File: src/rtl/btn_conditioner.sv
// Push-button conditioner: 2-flop synchronizer, shared sample prescaler, per-button debounce, press/release pulses.
// Optional auto-repeat of the press pulse while a button is held, enabled by defining BTN_REPEAT_EN.
module btn_conditioner #(
    parameter int NBTN   = 4,
    parameter int DIVW   = 20,
    parameter int STABLE = 4,
    parameter int REPDLY = 64,
    parameter int REPINT = 16
) (
    input  logic            CLK,
    input  logic            RST,
    input  logic [NBTN-1:0] BTN,
    output logic [NBTN-1:0] BTNLVL,
    output logic [NBTN-1:0] BTNPRESS,
    output logic [NBTN-1:0] BTNREL,
    output logic            TICK
);
    localparam logic [3:0]      STB_LAST = 4'(STABLE - 1);
    localparam logic [DIVW-1:0] DIV_ONE  = DIVW'(1'b1);
    localparam bit CFG_OK = (STABLE >= 2) && (STABLE <= 15) && (REPDLY > REPINT) &&
                            (REPINT >= 1) && (REPDLY <= 255);

    // Illegal parameter sets elaborate this marker block so a checker can key on it.
    if (!CFG_OK) begin : g_illegal_cfg
    end

    logic [NBTN-1:0] sync1_r;
    logic [NBTN-1:0] sync2_r;
    logic [DIVW-1:0] div_r;
    logic            tick_r;
    logic [3:0]      cnt_r [NBTN];
    logic [3:0]      cnt_s [NBTN];
    logic [NBTN-1:0] lvl_s;
    logic [NBTN-1:0] rise_s;
    logic [NBTN-1:0] fall_s;
    logic [NBTN-1:0] press_s;

    assign TICK = tick_r;

    // Two-flop synchronizer for the asynchronous button pins.
    always_ff @(posedge CLK or negedge RST) begin
        if (!RST) begin
            sync1_r <= {NBTN{1'b0}};
            sync2_r <= {NBTN{1'b0}};
        end else begin
            sync1_r <= BTN;
            sync2_r <= sync1_r;
        end
    end

    // Free-running prescaler; the strobe is high the cycle after the counter wraps from all-ones.
    always_ff @(posedge CLK or negedge RST) begin
        if (!RST) begin
            div_r  <= {DIVW{1'b0}};
            tick_r <= 1'b0;
        end else begin
            div_r  <= div_r + DIV_ONE;
            tick_r <= &div_r;
        end
    end

    // Debounce next-state: a differing sample must survive STABLE consecutive ticks to flip the level.
    always_comb begin
        lvl_s  = BTNLVL;
        rise_s = {NBTN{1'b0}};
        fall_s = {NBTN{1'b0}};
        for (int i = 0; i < NBTN; i++) begin
            cnt_s[i] = cnt_r[i];
            if (tick_r) begin
                if (sync2_r[i] == BTNLVL[i]) begin
                    cnt_s[i] = 4'd0;
                end else if (cnt_r[i] < STB_LAST) begin
                    cnt_s[i] = cnt_r[i] + 4'd1;
                end else begin
                    cnt_s[i]  = 4'd0;
                    lvl_s[i]  = sync2_r[i];
                    rise_s[i] = sync2_r[i];
                    fall_s[i] = ~sync2_r[i];
                end
            end else begin
                cnt_s[i] = cnt_r[i];
            end
        end
    end

`ifdef BTN_REPEAT_EN
    localparam logic [7:0] REP_DLY = 8'(REPDLY);
    localparam logic [7:0] REP_RLD = 8'(REPDLY - REPINT);

    logic [7:0]      rep_r [NBTN];
    logic [7:0]      rep_s [NBTN];
    logic [NBTN-1:0] rep_hit_s;

    // Repeat counter only runs on ticks where the level was already high, so the rise tick is not counted
    // and the falling tick clears it without a repeat pulse colliding with the release pulse.
    always_comb begin
        rep_hit_s = {NBTN{1'b0}};
        for (int i = 0; i < NBTN; i++) begin
            rep_s[i] = rep_r[i];
            if (!lvl_s[i]) begin
                rep_s[i] = 8'd0;
            end else if (tick_r && BTNLVL[i]) begin
                if (rep_r[i] == 8'hFF) begin
                    rep_s[i] = rep_r[i];
                end else if ((rep_r[i] + 8'd1) == REP_DLY) begin
                    rep_s[i]     = REP_RLD;
                    rep_hit_s[i] = 1'b1;
                end else begin
                    rep_s[i] = rep_r[i] + 8'd1;
                end
            end else begin
                rep_s[i] = rep_r[i];
            end
        end
        press_s = rise_s | rep_hit_s;
    end

    // Repeat counter state.
    always_ff @(posedge CLK or negedge RST) begin
        if (!RST) begin
            for (int i = 0; i < NBTN; i++) begin
                rep_r[i] <= 8'd0;
            end
        end else begin
            rep_r <= rep_s;
        end
    end
`else
    // Without auto-repeat the press pulse is just the debounced rising edge.
    always_comb begin
        press_s = rise_s;
    end
`endif

    // Debounce counters, levels and edge pulses all update on the same edge.
    always_ff @(posedge CLK or negedge RST) begin
        if (!RST) begin
            for (int i = 0; i < NBTN; i++) begin
                cnt_r[i] <= 4'd0;
            end
            BTNLVL   <= {NBTN{1'b0}};
            BTNPRESS <= {NBTN{1'b0}};
            BTNREL   <= {NBTN{1'b0}};
        end else begin
            cnt_r    <= cnt_s;
            BTNLVL   <= lvl_s;
            BTNPRESS <= press_s;
            BTNREL   <= fall_s;
        end
    end
endmodule

File: config.mk
export PLATFORM = sky130hd
export DESIGN_NAME = btn_conditioner
export DESIGN_NICKNAME = d
export VERILOG_FILES = /design/src/rtl/btn_conditioner.sv
export SDC_FILE = /design/constraint.sdc
export NUM_CORES = 1
export LEC_CHECK = 0
export BUFFER_PORTS_ARGS = -buffer_cell sky130_fd_sc_hd__buf_2
export CAP_MARGIN = 10
export CELL_PAD_IN_SITES_DETAIL_PLACEMENT = 1
export CELL_PAD_IN_SITES_GLOBAL_PLACEMENT = 1
export CORE_MARGIN = 2
export CORE_UTILIZATION = 39
export CTS_CLUSTER_DIAMETER = 40
export DETAILED_ROUTE_END_ITERATION = 7
export PLACE_DENSITY_LB_ADDON = 0.1
export SETUP_SLACK_MARGIN = 0.2
export SYNTH_ARGS = -nofsm -noshare
export SYNTH_HDL_FRONTEND = slang
export SYNTH_SLANG_ARGS = --single-unit
export TNS_END_PERCENT = 20
File: constraint.sdc
create_clock -name CLK -period 1.35 [get_ports CLK]
set_input_delay 0.405 -clock CLK [delete_from_list [all_inputs] [get_ports CLK]]
set_output_delay 0.405 -clock CLK [all_outputs]
set_load 0.01 [all_outputs]
# Word level (Yosys, flattened, before mapping)
# Index checks and enable logic that the tools add are counted.
# totals
reg_bits	57
inputBits	6
out_inout_bits	13
word_cells	76
# classes
addsub	5
n_lt_le_gt_ge	4
n_eq_ne	4
n_mux	32
bitwise	12
n_reduce_logical	5
# ops
operator	n
$mux 4	8
$mux 1	24
$add 20x1->20 const B	1
$reduce_and 20->1	1
$add 4x1->4 const B	4
$lt 4x2->1 const B	4
$not 1->1	12
$reduce_and 3->1	4
$eq 1x1->1	4

# Logic depth before layout (Yosys ltp)
# depth
word_depth	4
depth_mapped	5
ltp_nobuf	5

# Worst setup path after synthesis
# OpenSTA, ideal clock, no wires.
# synth_timing
kind	reg-to-reg
start	register cnt_r[12] (netlist name)
end	register BTNLVL[0]
setup_time_ns	0.125
arrival_ns	1.250
required_time_ns	1.225
slack_ns	-0.024
path_stages_with_launch	5
n_path_buf	0
period_less_slack_ns	1.374
cell_sequence	dfrtp_1 > ha_1 > nor3_1 > nand2b_1 > mux2_2
# synth_via
elab_chain_cells	3
# synth_lines
item	line	source
start, declared	31	logic [3:0] cnt_r [NBTN];
start signal, assigned	145	cnt_r <= cnt_s;
$lt 4x2->1	72	end else if (cnt_r[i] < STB_LAST) begin
$not 1->1 (no source line)	--	
$reduce_and 3->1 (no source line)	--	
end signal, assigned	141	BTNLVL <= {NBTN{1'b0}};
end signal, assigned	146	BTNLVL <= lvl_s;
end, declared	13	output logic [NBTN-1:0] BTNLVL,
# No other way between the ends.
# A chain may end at the register's enable or synchronous reset.

# Final worst setup path
# layout_timing
start	register div_r[6]
end	register div_r[17]
# layout_via
elab_chain_cells	1
# layout_lines
item	line	source
start, declared	29	logic [DIVW-1:0] div_r;
start signal, assigned	54	div_r <= {DIVW{1'b0}};
start signal, assigned	57	div_r <= div_r + DIV_ONE;
$add 20x1->20	57	
# No other way between the ends.

==> results.py <==
metrics = {
    "power_and_ir_drop": {
        "internal-power_mw": 2.36,
        "power.leakage_nw": 1.46,
        "p_switching_mw": 0.668,
        "clock_power_share_pct": 41.3,
        "p_comb_share_pct": 1.7,
        "peakVddDrop_v": 0.000459,
        "powerDensity_nw_per_um2": 1060,
        "p_sw_share_pct": 22.0,
        "pwr-share-seq_pct": 57.1,
    },
    "sta": {
        "rsz0062_at_grt": "true",
        "timing.final.crit_period_ps": 1370,
        "worst_pin_slew_ps": 307,
        "finalClockSkew_ps": 4.98,
        "setup_viol": 2,
        "setup_ws_ps": -24.7,
        "hold_viol_final": 0,
        "clock.fmax_mhz": 727,
        "max_slew_margin_pct": 79.4,
        "drv_slew": 0,
        "finalCritPeriodShare_pct": 102,
    },
    "floorplan": {
        "core-area_um2": 5470,
        "die_x_um": 79.1,
        "io-pin-count": 19,
        "die_h_um": 79.1,
        "rows": 27,
        "fp.dieArea_um2": 6250,
        "start_util_pct": 40.1,
    },
    "route": {
        "postRouteAntennaNets": 0,
        "via_count": 1381,
        "routed_wl_um": 4120,
        "drt_pre_antenna_iters": 4,
        "viasPerCell": 4.78,
        "drtIter0Drc": 45,
        "post_drt_wl_per_cell_um": 14.3,
        "drc": 0,
    },
    "place": {
        "post-place-ws_ps": -54.9,
        "dpl-instance-area_um2": 2570,
        "portBuffers": 18,
        "hpwl_um": 2780,
        "gp_congestion": 0.754,
    },
    "setup_path": {
        "end_kind": "register",
        "r2r_setup_slack_ps": -20,
        "crit_chain": "nand4_4 -> buf_4 -> nor4_4 -> nand3_1 -> xnor2_1",
        "critPathMaxStageDelay_ps": 410,
        "r2r-end": "div_r[17]$_DFF_PN0_",
        "worstSetupPathType": "reg -> reg",
        "slowest_stage": "dfrtp_1",
        "cp_num_buf_inv": 1,
        "crit_arrival_ps": 1580,
        "crit_fanout": 5,
        "worst_r2r_path_depth": 5,
        "path_delay_family": "simple AND/OR/NAND/NOR gates",
        "r2r-start": "div_r[6]$_DFF_PN0_",
        "critPathLaunchType": "register",
        "worstPathRequired_ps": 1560,
    },
    "clock_network": {
        "cts_tree": "yes",
        "path_clk_slew_ps": 60,
        "cts_buffers": 9,
        "ctsHtreeMaxLevel": 3,
        "cts_hold_buf": 0,
        "cts_sinks": 57,
        "clkLatencyLatePin_ps": 320,
        "root_buffer": "clkbuf_8",
        "max-clock-path-buffers": 2,
    },
    "finish": {
        "area_delta_synth_final_pct": 30.4,
        "final_layout_size_suffix_gt1_share_pct": 39.2,
        "antenna_cells": 0,
        "nets": 225,
        "layout.core_utilization_pct": 52.4,
        "final_cell_mix": "55 x dfrtp_1, 20 x buf_4, 16 x buf_2",
        "final_common_cell": "dfrtp_1",
        "final_cell_area_um2": 2870,
    },
    "logic_synthesis": {
        "synth_seq_cells": 57,
        "syn_avg_cell_area_um2": 13.4,
        "synth_cells": 164,
        "ys_seq_area_share_pct": 64.9,
        "yosysUniqueCellTypes": 22,
        "synth_nets": 175,
        "synth_warnings": 0,
        "syn_area_um2": 2200,
    },
    "grt": {
        "grtUsageTotal_pct": 15.1,
        "grt_pass1_vias": 1520,
        "grt_max_degree": 58,
        "antenna_found_initial": 0,
        "grt_pass1_wl_um": 6980,
        "grt_remaining_overflow": 0,
    },
    "outcome": {
        "violations": "setup timing",
        "status": "finished, violations left",
    },
    "flow_run": {
        "drv_cap": 0,
    },
    "worst_hold_path": {
        "hold_class": "in -> async",
    },
}
[kinds of logic after synthesis]
logic type               count (synthesis)  synth area share [%]
flip-flops                              57                  64.9
AND/OR/NAND/NOR                         56                  16.4
XOR/XNOR                                22                  8.77
buffers and inverters                   12                  2.05
multiplexers                             8                  3.87
adder cells (fa/ha/maj)                  5                  2.85
AO/OA/AOI/OAI                            4                  1.14
[worst max-delay path by stage]
stage	from	endpoint	depth (start not counted)
2_1_floorplan	div_r[3]$_DFF_PN0_	div_r[14]$_DFF_PN0_	4
3_3_place_gp	div_r[6]$_DFF_PN0_	div_r[15]$_DFF_PN0_	4
3_5_place_dp	div_r[6]$_DFF_PN0_	div_r[15]$_DFF_PN0_	4
4_1_cts	div_r[5]$_DFF_PN0_	div_r[14]$_DFF_PN0_	4
5_1_grt	div_r[6]$_DFF_PN0_	div_r[14]$_DFF_PN0_	4
6_report	div_r[6]$_DFF_PN0_	div_r[17]$_DFF_PN0_	5
[cell type report]
| class | instances | area (um^2) |
|---|---|---|
| Tap cell | 72 | 90.1 |
| Clock buffer | 9 | 124 |
| Timing Repair Buffer | 41 | 304 |
| Inverter | 10 | 37.5 |
| Sequential cell | 57 | 1430 |
| Clock inverter | 5 | 25.0 |
| Multi-Input combinational cell | 95 | 856 |
| Fill cell | 579 | 2610 |
[synth_stat cells]
master | instances | area share [%]
xor2_1 | 12 | 4.8
dfrtp_1 | 57 | 65
nand4_4 | 1 | 0.97
nand2_1 | 7 | 1.2
nor4_4 | 2 | 1.9
nor3_1 | 5 | 1.1
o22ai_1 | 4 | 1.1
nor2_1 | 4 | 0.68
nor3b_1 | 8 | 2.7
clkbuf_1 | 2 | 0.34
xnor2_1 | 10 | 4.0
nand2b_1 | 4 | 1.1
and4_1 | 1 | 0.40
nand4_1 | 1 | 0.28
and3_1 | 3 | 0.85
inv_1 | 10 | 1.7
mux2_2 | 4 | 2.0
ha_1 | 5 | 2.8
nor2b_1 | 8 | 2.3
mux2i_1 | 4 | 1.8
nor4_1 | 1 | 0.28
nand3_1 | 11 | 2.5
[power by group through the flow]
stage | clock (mW) | sequential, mW | combinational, mW
2_1_floorplan | 0 | 1.76 | 0.00516
3_3_place_gp | 0 | 1.76 | 0.0519
3_5_place_dp | 0 | 1.76 | 0.0536
4_1_cts | 1.30 | 1.73 | 0.0539
5_1_grt | 1.38 | 1.73 | 0.0597
6_report | 1.25 | 1.73 | 0.0506
[state kept, by name, summed over array words and instances, names as in the netlist]
name	count
div_r	20
cnt_r	16
BTNLVL	4
BTNPRESS	4
BTNREL	4
sync1_r	4
sync2_r	4
TICK	1
[timing repair]
action / 4_1_cts / 5_1_grt
setup buffers: 3 / 5
endpoints found under the setup margin: 34 / 43
pin swaps: 6 / 14
gates resized for setup: 13 / 9
cloned: 0 / 0
endpoints found under the hold margin: 0 / 0
[metrics by stage]
stage	total power, mW	TNS, ps	std cells	hold slack (ps)
final	3.03	-43.4	289	74.8
after global routing	3.17	-964	289	91.7
after CTS	3.08	-91.5	284	77.6
after detailed placement	1.81	-168	267	343
after global placement	1.81	0	267	332
after floorplan	1.76	0	164	109
[routing by layer]
| metal | track usage (%) | wire length (um) | share of wire (%) | vias to the layer above |
|---|---|---|---|---|
| met5 | 0 | 0 | 0 | - |
| met2 | 25.5 | 2280 | 55 | 14 |
| met1 | 17.1 | 1650 | 40 | 710 |
| met4 | 9.31 | 72 | 1.7 | 0 |
| met3 | 3.75 | 115 | 2.8 | 8 |
| li1 | - | - | - | 649 |
Power figures use the tool's default switching activity.
